### config.mk
export PLATFORM = sky130hd
export DESIGN_NAME = axi_isolate_seq_flat
export DESIGN_NICKNAME = d
export VERILOG_FILES = /design/src/rtl/axi_isolate_seq_pkg.sv /design/src/rtl/axi_isolate_seq_if.sv /design/src/rtl/axi_isolate_seq_port.sv /design/src/rtl/axi_isolate_seq.sv /design/src/flat_wrapper.sv
export SDC_FILE = /design/constraint.sdc
export NUM_CORES = 1
export LEC_CHECK = 0
export ABC_AREA = 1
export CAP_MARGIN = 20
export CORE_MARGIN = 2
export CORE_UTILIZATION = 62
export CTS_CLUSTER_SIZE = 24
export DETAILED_ROUTE_END_ITERATION = 10
export MAX_ROUTING_LAYER = met4
export PLACE_DENSITY = 0.83
export SLEW_MARGIN = 20
export SYNTH_ARGS = -nofsm -noshare
export SYNTH_HDL_FRONTEND = slang
export SYNTH_SLANG_ARGS = --single-unit
### constraint.sdc
create_clock -name clk_i -period 3.45 [get_ports clk_i]
set_input_delay 0.69 -clock clk_i [delete_from_list [all_inputs] [get_ports clk_i]]
set_output_delay 0.69 -clock clk_i [all_outputs]
set_load 0.01 [all_outputs]
### src/rtl/axi_isolate_seq_pkg.sv
// rtl/axi_isolate_seq_pkg.sv - shared types and width helpers for the AXI isolation sequencer
package axi_isolate_seq_pkg;

  typedef enum logic [1:0] {
    RUN      = 2'd0,
    DRAIN    = 2'd1,
    ISOLATED = 2'd2
  } state_e;

  // Bits needed to hold 0..n inclusive; never less than one bit so a disabled
  // watchdog (n = 0) still yields a legal vector.
  function automatic int unsigned cnt_width(input int unsigned n);
    return (n == 0) ? 1 : $clog2(n + 1);
  endfunction

endpackage

### src/rtl/axi_isolate_seq_if.sv
// rtl/axi_isolate_seq_if.sv - per-port handshake events in, gating and status out
interface axi_isolate_seq_if #(
  parameter int unsigned NumPorts = 4
);

  logic [NumPorts-1:0] isolate_i;
  logic [NumPorts-1:0] aw_hs_i;
  logic [NumPorts-1:0] ar_hs_i;
  logic [NumPorts-1:0] b_hs_i;
  logic [NumPorts-1:0] r_last_hs_i;
  logic [NumPorts-1:0] gate_o;
  logic [NumPorts-1:0] isolated_o;
  logic [NumPorts-1:0] timeout_o;
  logic [NumPorts-1:0] proto_err_o;

  modport master (
    output isolate_i, aw_hs_i, ar_hs_i, b_hs_i, r_last_hs_i,
    input  gate_o, isolated_o, timeout_o, proto_err_o
  );

  modport slave (
    input  isolate_i, aw_hs_i, ar_hs_i, b_hs_i, r_last_hs_i,
    output gate_o, isolated_o, timeout_o, proto_err_o
  );

endinterface

### src/rtl/axi_isolate_seq_port.sv
// rtl/axi_isolate_seq_port.sv - one port: burst counters, drain FSM, watchdog and sticky error
module axi_isolate_seq_port
  import axi_isolate_seq_pkg::*;
#(
  parameter int unsigned MaxPending    = 8,
  parameter int unsigned TimeoutCycles = 1024,
  parameter bit          ResetIsolated = 1'b1
) (
  input  logic clk_i,
  input  logic rst_ni,
  input  logic isolate_i,
  input  logic aw_hs_i,
  input  logic ar_hs_i,
  input  logic b_hs_i,
  input  logic r_last_hs_i,
  output logic gate_o,
  output logic isolated_o,
  output logic timeout_o,
  output logic proto_err_o
);

  localparam int unsigned CntWidth = cnt_width(MaxPending);
  localparam int unsigned TmrWidth = cnt_width(TimeoutCycles);
  localparam logic [CntWidth-1:0] CntMax  = CntWidth'(MaxPending);
  localparam logic [TmrWidth-1:0] TmrLast =
    (TimeoutCycles == 0) ? '0 : TmrWidth'(TimeoutCycles - 1);
  localparam state_e ResetState = ResetIsolated ? ISOLATED : RUN;

  state_e              state_q, state_d;
  logic [CntWidth-1:0] wr_cnt_q, wr_cnt_d;
  logic [CntWidth-1:0] rd_cnt_q, rd_cnt_d;
  logic [TmrWidth-1:0] timer_q, timer_d;
  logic                timeout_d;
  logic                proto_err_d;
  logic                drained;
  logic                gate_d;

  // Saturating up/down counter; simultaneous inc and dec cancel out.
  function automatic logic [CntWidth-1:0] cnt_next(
    input logic [CntWidth-1:0] cnt,
    input logic                inc,
    input logic                dec
  );
    logic [CntWidth-1:0] nxt;
    nxt = cnt;
    if (inc && !dec && (cnt != CntMax)) begin
      nxt = cnt + CntWidth'(1);
    end else if (dec && !inc && (cnt != '0)) begin
      nxt = cnt - CntWidth'(1);
    end
    return nxt;
  endfunction

  always_comb begin
    wr_cnt_d    = cnt_next(wr_cnt_q, aw_hs_i, b_hs_i);
    rd_cnt_d    = cnt_next(rd_cnt_q, ar_hs_i, r_last_hs_i);
    proto_err_d = proto_err_o
                | (b_hs_i && (wr_cnt_q == '0))
                | (r_last_hs_i && (rd_cnt_q == '0));
    drained     = (wr_cnt_d == '0) && (rd_cnt_d == '0);
  end

  always_comb begin
    state_d   = state_q;
    timer_d   = timer_q;
    timeout_d = timeout_o;
    unique case (state_q)
      RUN: begin
        if (isolate_i) begin
          state_d = DRAIN;
          timer_d = '0;
        end
      end
      DRAIN: begin
        if (!isolate_i) begin
          state_d = RUN;
        end else if (drained) begin
          state_d = ISOLATED;
        end else if ((TimeoutCycles != 0) && (timer_q == TmrLast)) begin
          state_d   = ISOLATED;
          timeout_d = 1'b1;
        end else begin
          timer_d = timer_q + TmrWidth'(1);
        end
      end
      ISOLATED: begin
        if (!isolate_i) begin
          state_d   = RUN;
          timeout_d = 1'b0;
        end
      end
      default: begin
        state_d = ISOLATED;
      end
    endcase
  end

  // Gate looks at next-cycle values so a handshake landing on the same edge
  // as the isolate request or the last free slot is already covered.
  assign gate_d = (state_d != RUN) || (wr_cnt_d == CntMax) || (rd_cnt_d == CntMax);

  always_ff @(posedge clk_i) begin
    if (!rst_ni) begin
      state_q     <= ResetState;
      wr_cnt_q    <= '0;
      rd_cnt_q    <= '0;
      timer_q     <= '0;
      gate_o      <= ResetIsolated;
      isolated_o  <= ResetIsolated;
      timeout_o   <= 1'b0;
      proto_err_o <= 1'b0;
    end else begin
      state_q     <= state_d;
      wr_cnt_q    <= wr_cnt_d;
      rd_cnt_q    <= rd_cnt_d;
      timer_q     <= timer_d;
      gate_o      <= gate_d;
      isolated_o  <= (state_d == ISOLATED);
      timeout_o   <= timeout_d;
      proto_err_o <= proto_err_d;
    end
  end

endmodule

### src/rtl/axi_isolate_seq.sv
// rtl/axi_isolate_seq.sv - NumPorts independent isolation sequencers sharing one island clock
module axi_isolate_seq
  import axi_isolate_seq_pkg::*;
#(
  parameter int unsigned NumPorts      = 4,
  parameter int unsigned MaxPending    = 8,
  parameter int unsigned TimeoutCycles = 1024,
  parameter bit          ResetIsolated = 1'b1
) (
  input  logic              clk_i,
  input  logic              rst_ni,
  axi_isolate_seq_if.slave  bus
);

  logic [NumPorts-1:0] gate;
  logic [NumPorts-1:0] isolated;
  logic [NumPorts-1:0] timeout;
  logic [NumPorts-1:0] proto_err;

  for (genvar g = 0; g < NumPorts; g++) begin : g_port
    axi_isolate_seq_port #(
      .MaxPending    (MaxPending),
      .TimeoutCycles (TimeoutCycles),
      .ResetIsolated (ResetIsolated)
    ) u_port (
      .clk_i       (clk_i),
      .rst_ni      (rst_ni),
      .isolate_i   (bus.isolate_i[g]),
      .aw_hs_i     (bus.aw_hs_i[g]),
      .ar_hs_i     (bus.ar_hs_i[g]),
      .b_hs_i      (bus.b_hs_i[g]),
      .r_last_hs_i (bus.r_last_hs_i[g]),
      .gate_o      (gate[g]),
      .isolated_o  (isolated[g]),
      .timeout_o   (timeout[g]),
      .proto_err_o (proto_err[g])
    );
  end

  assign bus.gate_o      = gate;
  assign bus.isolated_o  = isolated;
  assign bus.timeout_o   = timeout;
  assign bus.proto_err_o = proto_err;

endmodule

### src/flat_wrapper.sv
// flat-port wrapper written by rule: the top's interface ports become plain ports
module axi_isolate_seq_flat import axi_isolate_seq_pkg::*;
#(
  parameter int unsigned NumPorts      = 4,
  parameter int unsigned MaxPending    = 8,
  parameter int unsigned TimeoutCycles = 1024,
  parameter bit          ResetIsolated = 1'b1
)
  (clk_i, rst_ni, bus_isolate_i, bus_aw_hs_i, bus_ar_hs_i, bus_b_hs_i, bus_r_last_hs_i, bus_gate_o, bus_isolated_o, bus_timeout_o, bus_proto_err_o);
  axi_isolate_seq_if #(.NumPorts(NumPorts)) bus_i ();
  input  logic clk_i;
  input  logic rst_ni;
  input wire logic [$bits(bus_i.isolate_i)-1:0] bus_isolate_i;
  input wire logic [$bits(bus_i.aw_hs_i)-1:0] bus_aw_hs_i;
  input wire logic [$bits(bus_i.ar_hs_i)-1:0] bus_ar_hs_i;
  input wire logic [$bits(bus_i.b_hs_i)-1:0] bus_b_hs_i;
  input wire logic [$bits(bus_i.r_last_hs_i)-1:0] bus_r_last_hs_i;
  output wire logic [$bits(bus_i.gate_o)-1:0] bus_gate_o;
  output wire logic [$bits(bus_i.isolated_o)-1:0] bus_isolated_o;
  output wire logic [$bits(bus_i.timeout_o)-1:0] bus_timeout_o;
  output wire logic [$bits(bus_i.proto_err_o)-1:0] bus_proto_err_o;
  assign bus_i.isolate_i = bus_isolate_i;
  assign bus_i.aw_hs_i = bus_aw_hs_i;
  assign bus_i.ar_hs_i = bus_ar_hs_i;
  assign bus_i.b_hs_i = bus_b_hs_i;
  assign bus_i.r_last_hs_i = bus_r_last_hs_i;
  assign bus_gate_o = bus_i.gate_o;
  assign bus_isolated_o = bus_i.isolated_o;
  assign bus_timeout_o = bus_i.timeout_o;
  assign bus_proto_err_o = bus_i.proto_err_o;
  axi_isolate_seq #(.NumPorts(NumPorts), .MaxPending(MaxPending), .TimeoutCycles(TimeoutCycles), .ResetIsolated(ResetIsolated)) u_core (.clk_i(clk_i), .rst_ni(rst_ni), .bus(bus_i));
endmodule
==> qor.csv, run 1 <==
metric,value,unit
run status,"finished, final reports clean",
Fin Setup TNS,0,ns
Clock Latency Late Sink,0.37,ns
critical path type,input pin to flop,
pin count of the biggest net entering global routing,29,
sequential fraction of the synthesis area,0.313,
Root Buffer Master,clkbuf_8,
Hold Crit Class,flop to flop,
# diodes,0,
CP Capture Type,flop,
die footprint,11200,µm²
"Reg clk slew, reported paths",0.10,ns
placer congestion estimate,0.898,
initial antenna violation count,0,
fin. max-slew vios,0,
Syn Area/Cell,6.64,µm²
fill cell count,891,
total power,0.00276,W
Post-Layout Cell Count,1123,
die height,106,µm
Synth area leaders,"dfxtp_1, nand2_1, nand3_1",
P&R area growth vs syn,8.63,%
worst clock skew,0.0120,ns
Max clock buf depth,2,
Post-CTS Resized,0,
placed instance count,1107,
Worst-Margin Slew,0.777,ns
H-tree levels,3,
worst hold stages,2,
Sink Count,100,
Mapped Nets,1007,
ys flop type,dfxtp_1,
Post-synth ARST share,0,
period utilization,0.734,
Post-Syn Area,6410,µm²
"Req. time, crit path",3.76,ns
Post-synth EDFFs,0,
Worst Path Arrival,2.84,ns
Hold Buf Count CTS,0,
# rows,37,
Yosys cell types,37,
global-route wire length before repair,21.8,mm
Post-route DRC,0,
layout cells sized above 1,0.119,
design area,6960,µm²
number of vias per cell,5.17,
FMAX,395,MHz
Yosys top cell by area,dfxtp_1,
WL final,12.2,mm
Via Count,5801,
WL per Instance,10.9,µm
CORE AREA,10200,µm²
leak pwr,3.01,nW
GRT Residual Overflow,0,
CP max FO,12,
Startpoint Class,input pin,
Final Hold Viols,0,
fin nets,1024,
PortBufs,37,
DIE WIDTH,106,µm
endpoints failing setup,0,
P per Cell Area,397,nW/µm²
Post-DP HPWL,8.92,mm
post-synth top area share,0.313,
Synth Instances,965,
Num CTS Buffers,9,
maximum VDD drop,193,µV
RSZ-0062 raised after global routing,no,
Synth Register Bits,100,
Post-CTS Setup Bufs,0,
Initial Util,0.629,
initial DRC count,281,
Post-DP Area,6750,µm²
R2R cell count,15,
# IOs,38,
TritonRoute pass-1 iters,4,
Tmin final,2.53,ns
Worst slew margin,0.480,
vias in the first global route,5360,
CTS tree,built,
synthesis warning total,0,
Final ANT Viol Nets,0,
Global Route Usage Sum,0.235,
Max Cap Viol,0,
## synthesized netlist by cell type (4+ instances only)
cell type  count
nor4_1         4
nor2_1       100
clkbuf_1      10
xor2_1        31
nor2_2        13
a21oi_2        9
buf_2          4
o21ai_1        7
dfxtp_1      100
buf_4         17
nand4_1       28
ha_1          20
nand2_1      231
nand2_2       20
o22ai_1        4
inv_1         87
a21oi_1       56
xnor2_1        5
o21ai_0       11
nand3_1      127
nor3_1        13
nand3_2       15
inv_2         27
## cells by family (layout without fill, tap and decap cells)
logic type	Yosys count	in the layout	share of synthesized area
AND/OR/NAND/NOR	565	565	0.414
buffers and inverters	153	175	0.106
flip-flops	100	100	0.313
AO/OA/AOI/OAI	91	91	0.0791
XOR/XNOR	36	36	0.0492
adder cells (fa/ha/maj)	20	20	0.0391
## metrics by stage
| stage | setup slack, ns | utilization | hold WS [ns] |
|---|---|---|---|
| final | 0.918 | 0.683 | 0.469 |
| after global routing | 0.639 | 0.683 | 0.497 |
| after CTS | 0.945 | 0.683 | 0.472 |
| after detailed placement | 0.569 | 0.663 | 0.456 |
| after global placement | 0.642 | 0.663 | 0.452 |
| after floorplan | 1.53 | - | 0.426 |
## worst max-delay path: stages
cell	delay [ns]
clkdlybuf4s50_1	0.49
inv_1	0.06
nor2_1	0.18
nand2_1	0.12
nand2_1	0.11
nand3_1	0.07
nand2_1	0.08
nand2_1	0.07
nor2_1	0.12
nand3_2	0.23
nand2_2	0.25
nand2_1	0.14
nand2_1	0.10
nand2_1	0.05
nor2_1	0.08
## per-layer routing
metal	wire length, µm	up-vias	share of wire	global-route usage
met1	6070	2557	0.50	0.285
li1	-	3150	-	-
met2	5660	83	0.46	0.406
met4	140	0	0.011	0.0789
met5	0	-	0	-
met3	336	11	0.028	0.0278
## layout make-up
class	count	area, µm²	area share
Clock inverter	4	55.1	0.00791
Tap cell	136	170	0.0245
Clock buffer	12	155	0.0223
Timing Repair Buffer	44	423	0.0608
Inverter	115	432	0.0620
Sequential cell	100	2000	0.288
Multi-Input combinational cell	712	3720	0.535
## path summary, 6_finish.rpt
check                                                            to  slack [ns]                                start
worst max register to register   u_core.g_port[1].u_port.timer_q[0]        1.10  u_core.g_port[1].u_port.wr_cnt_q[0]
worst min-delay path            u_core.g_port[0].u_port.timer_q[10]        0.47  u_core.g_port[0].u_port.timer_q[10]
worst max-delay path             u_core.g_port[1].u_port.timer_q[0]        0.92                   bus_r_last_hs_i[1]
worst min register to register  u_core.g_port[0].u_port.timer_q[10]        0.47  u_core.g_port[0].u_port.timer_q[10]
## report_power, final
part           total [W]  switching [W]  leakage (nW)  internal (W)
Combinational   0.000682       0.000417          2.09      0.000265
Sequential       0.00129      0.0000629         0.816       0.00122
Clock           0.000793       0.000412         0.104      0.000381
## sequential cells by signal (all words and copies together), names as in the netlist
name and count:
u_core.g_port.u_port.proto_err_o 4, u_core.g_port.u_port.gate_o 4, u_core.g_port.u_port.wr_cnt_q 16, u_core.g_port.u_port.timer_q 44, u_core.g_port.u_port.rd_cnt_q 16, u_core.g_port.u_port.isolated_o 4
u_core.g_port.u_port.timeout_o 4, u_core.g_port.u_port.state_q 8
## placed cells by master (no fill, tap or decap), types with 3 or more instances in the layout
cell and n:
a21oi_1 56, a21oi_2 9, buf_4 7, clkbuf_8 11, clkdlybuf4s50_1 37, dfxtp_1 100, ha_1 20, inv_1 87
inv_2 27, nand2_1 231, nand2_2 20, nand2_4 3, nand3_1 127, nand3_2 15, nand4_1 28, nor2_1 100
nor2_2 13, nor3_1 13, nor4_1 4, o21ai_0 11, o21ai_1 7, o22ai_1 4, xnor2_1 5, xor2_1 31
Note: power is estimated with default switching activity, not from simulation.
==> inputs of run 2 (changes only) <==
CORE_UTILIZATION = 55   (was 62)
PLACE_DENSITY = 0.77   (was 0.83)
clock period = 2.2 ns   (was 3.45 ns; I/O delays follow)
==> qor.csv, run 2 (synthesis results as in run 1) <==
metric,value,unit,change
# diodes,0,,unchanged
CP max FO,8,,was 12
CORE AREA,11400,µm²,"was 10,200 µm²"
Post-CTS Setup Bufs,0,,unchanged
biggest regs,"u_core.g_port.u_port.timer_q (44), u_core.g_port.u_port.rd_cnt_q (16), u_core.g_port.u_port.wr_cnt_q (16)",,unchanged
P&R area growth vs syn,19.2,%,was 8.63%
FMAX,496,MHz,
# IOs,38,,unchanged
Worst path max stage delay,0.38,ns,was 0.49 ns
worst clock skew,0.00497,ns,was 0.0120 ns
Hold Crit Class,flop to flop,,unchanged
pin count of the biggest net entering global routing,48,,was 29
Worst-Margin Slew,0.398,ns,was 0.777 ns
Top reg by flops,u_core.g_port.u_port.timer_q,,unchanged
Final Hold Viols,0,,unchanged
WL per Instance,11.4,µm,was 10.9 µm
vias in the first global route,5614,,"was 5,360"
Root Buffer Master,clkbuf_16,,was clkbuf_8
Via Count,6190,,"was 5,801"
worst setup margin,0.185,ns,was 0.918 ns
placer congestion estimate,0.879,,was 0.898
Sink Count,100,,unchanged
Final ANT Viol Nets,0,,unchanged
layout cells sized above 1,0.192,,was 0.119
fin. max-slew vios,0,,unchanged
TritonRoute pass-1 iters,4,,unchanged
number of vias per cell,5.22,,was 5.17
initial DRC count,371,,was 281
most frequent cells in the layout,"nand2_1, nand3_1, nor2_1, dfxtp_1, inv_1",,unchanged
Max clock buf depth,2,,unchanged
Final Hold Slack,0.460,ns,was 0.469 ns
fill cell count,1000,,was 891
CP bufs+invs,2,,unchanged
CP top delay family,simple AND/OR/NAND/NOR gates,,unchanged
die height,112,µm,was 106 µm
critical path type,flop to flop,,was input pin to flop
DIE WIDTH,112,µm,was 106 µm
P per Cell Area,662,nW/µm²,was 397 nW/µm²
Global Route Usage Sum,0.226,,was 0.235
maximum VDD drop,370,µV,was 193 µV
Max Cap Viol,0,,unchanged
# rows,39,,was 37
DP Worst Slack,-0.271,ns,was 0.569 ns
"critical path, cell by cell",inv_1 -> ha_1 -> nand3_2 -> nand2_2 -> nand2_1 -> nand2_1 -> nand2_1 -> nand3_2 -> nor2_4 -> nand3_4 -> buf_4 -> nand3_1 -> a21oi_2,,was clkdlybuf4s50_1 -> inv_1 -> nor2_1 -> nand2_1 -> nand2_1 -> nand3_1 -> nand2_1 -> nand2_1 -> nor2_1 -> nand3_2 -> nand2_2 -> nand2_1 -> nand2_1 -> nand2_1 -> nor2_1
Post-DP Area,7190,µm²,was 6750 µm²
endpoints failing setup,0,,unchanged
Worst slew margin,0.734,,was 0.480
Fin Setup TNS,0,ns,unchanged
Multi-input gate area,3830,µm²,was 3720 µm²
run status,"finished, final reports clean",,unchanged
"Req. time, crit path",2.44,ns,was 3.76 ns
CP dominant cell by count,nand2_1,,unchanged
WL final,13.6,mm,was 12.2 mm
die footprint,12500,µm²,"was 11,200 µm²"
Post-DP HPWL,9.69,mm,was 8.92 mm
leak pwr,3.36,nW,was 3.01 nW
global-route wire length before repair,23.8,mm,was 21.8 mm
design area,7640,µm²,was 6960 µm²
Tmin final,2.02,ns,
CTS tree,built,,unchanged
CP Capture Type,flop,,unchanged
period utilization,0.916,,
total power,0.00505,W,was 0.00276 W
max reg flops,44,,unchanged
critical path's slowest cell,dfxtp_1,,was clkdlybuf4s50_1
Clock Latency Late Sink,0.35,ns,was 0.37 ns
PortBufs,37,,unchanged
Post-route DRC,0,,unchanged
"most common cell after layout, fill and taps aside",nand2_1,,unchanged
initial antenna violation count,0,,unchanged
FF/Latch Area,2010,µm²,was 2000 µm²
H-tree levels,3,,unchanged
Initial Util,0.563,,was 0.629
fin nets,1080,,"was 1,024"
GRT Residual Overflow,0,,unchanged
Startpoint Class,flop,,was input pin
"Reg clk slew, reported paths",0.07,ns,was 0.10 ns
Worst Path Arrival,2.25,ns,was 2.84 ns
Num CTS Buffers,9,,unchanged
[run 2: changes by cell type in the layout (fill, tap and decap cells not counted), moves of 5 or more]
cell / change
buf_4: +55
clkbuf_16: +9
clkbuf_8: -10
dfxtp_1: -6
dfxtp_2: +6
ha_1: -6
ha_2: +5
nor2_1: -6
[run 2: worst min-delay path, cell delays in order (launching register included)]
cell and delay [ns]:
dfxtp_1 0.31, inv_1 0.05, a21oi_1 0.06
[run 2: routing by layer]
metal / vias up / track usage / wire (µm)
met2: 90 / 0.387 / 6580
met5: - / - / 0
met3: 14 / 0.0212 / 368
met1: 2821 / 0.280 / 6440
met4: 0 / 0.0782 / 178
li1: 3265 / - / -
[run 2: final timing paths]
path	startpoint	to	slack (ns)	depth (start not counted)
worst max-delay path	u_core.g_port[0].u_port.rd_cnt_q[0]	u_core.g_port[0].u_port.timer_q[2]	0.18	13
worst min-delay path	u_core.g_port[1].u_port.timeout_o	u_core.g_port[1].u_port.timeout_o	0.46	2
worst max register to register	u_core.g_port[0].u_port.rd_cnt_q[0]	u_core.g_port[0].u_port.timer_q[2]	0.18	13
worst min register to register	u_core.g_port[1].u_port.timeout_o	u_core.g_port[1].u_port.timeout_o	0.46	2
[run 2: stage by stage]
stage / utilization / cells
after CTS: 0.661 / 1186
after global routing: 0.672 / 1186
after global placement: 0.632 / 1170
after floorplan: - / 965
after detailed placement: 0.632 / 1170
final: 0.672 / 1186
[run 2: repair_timing]
action / 4_1_cts / 5_1_grt
hold buffers: 0 / 0
gates resized for setup: 0 / 38
endpoints found under the setup margin: 0 / 38
[run 2: area by class of cell]
cell class / instances / area share
multi-input combinational: 712 / 0.501
sequential: 100 / 0.263
timing repair buffer: 100 / 0.113
inverter: 115 / 0.0565
clock buffer: 11 / 0.0318
tap: 143 / 0.0234
clock inverter: 5 / 0.0110
[run 2: report_power, final]
| part | internal [W] | total (W) | switching [W] | leakage, nW |
|---|---|---|---|---|
| Sequential | 0.00192 | 0.00202 | 0.000102 | 0.819 |
| Clock | 0.00103 | 0.00174 | 0.000709 | 0.152 |
| Combinational | 0.000568 | 0.00129 | 0.000721 | 2.39 |
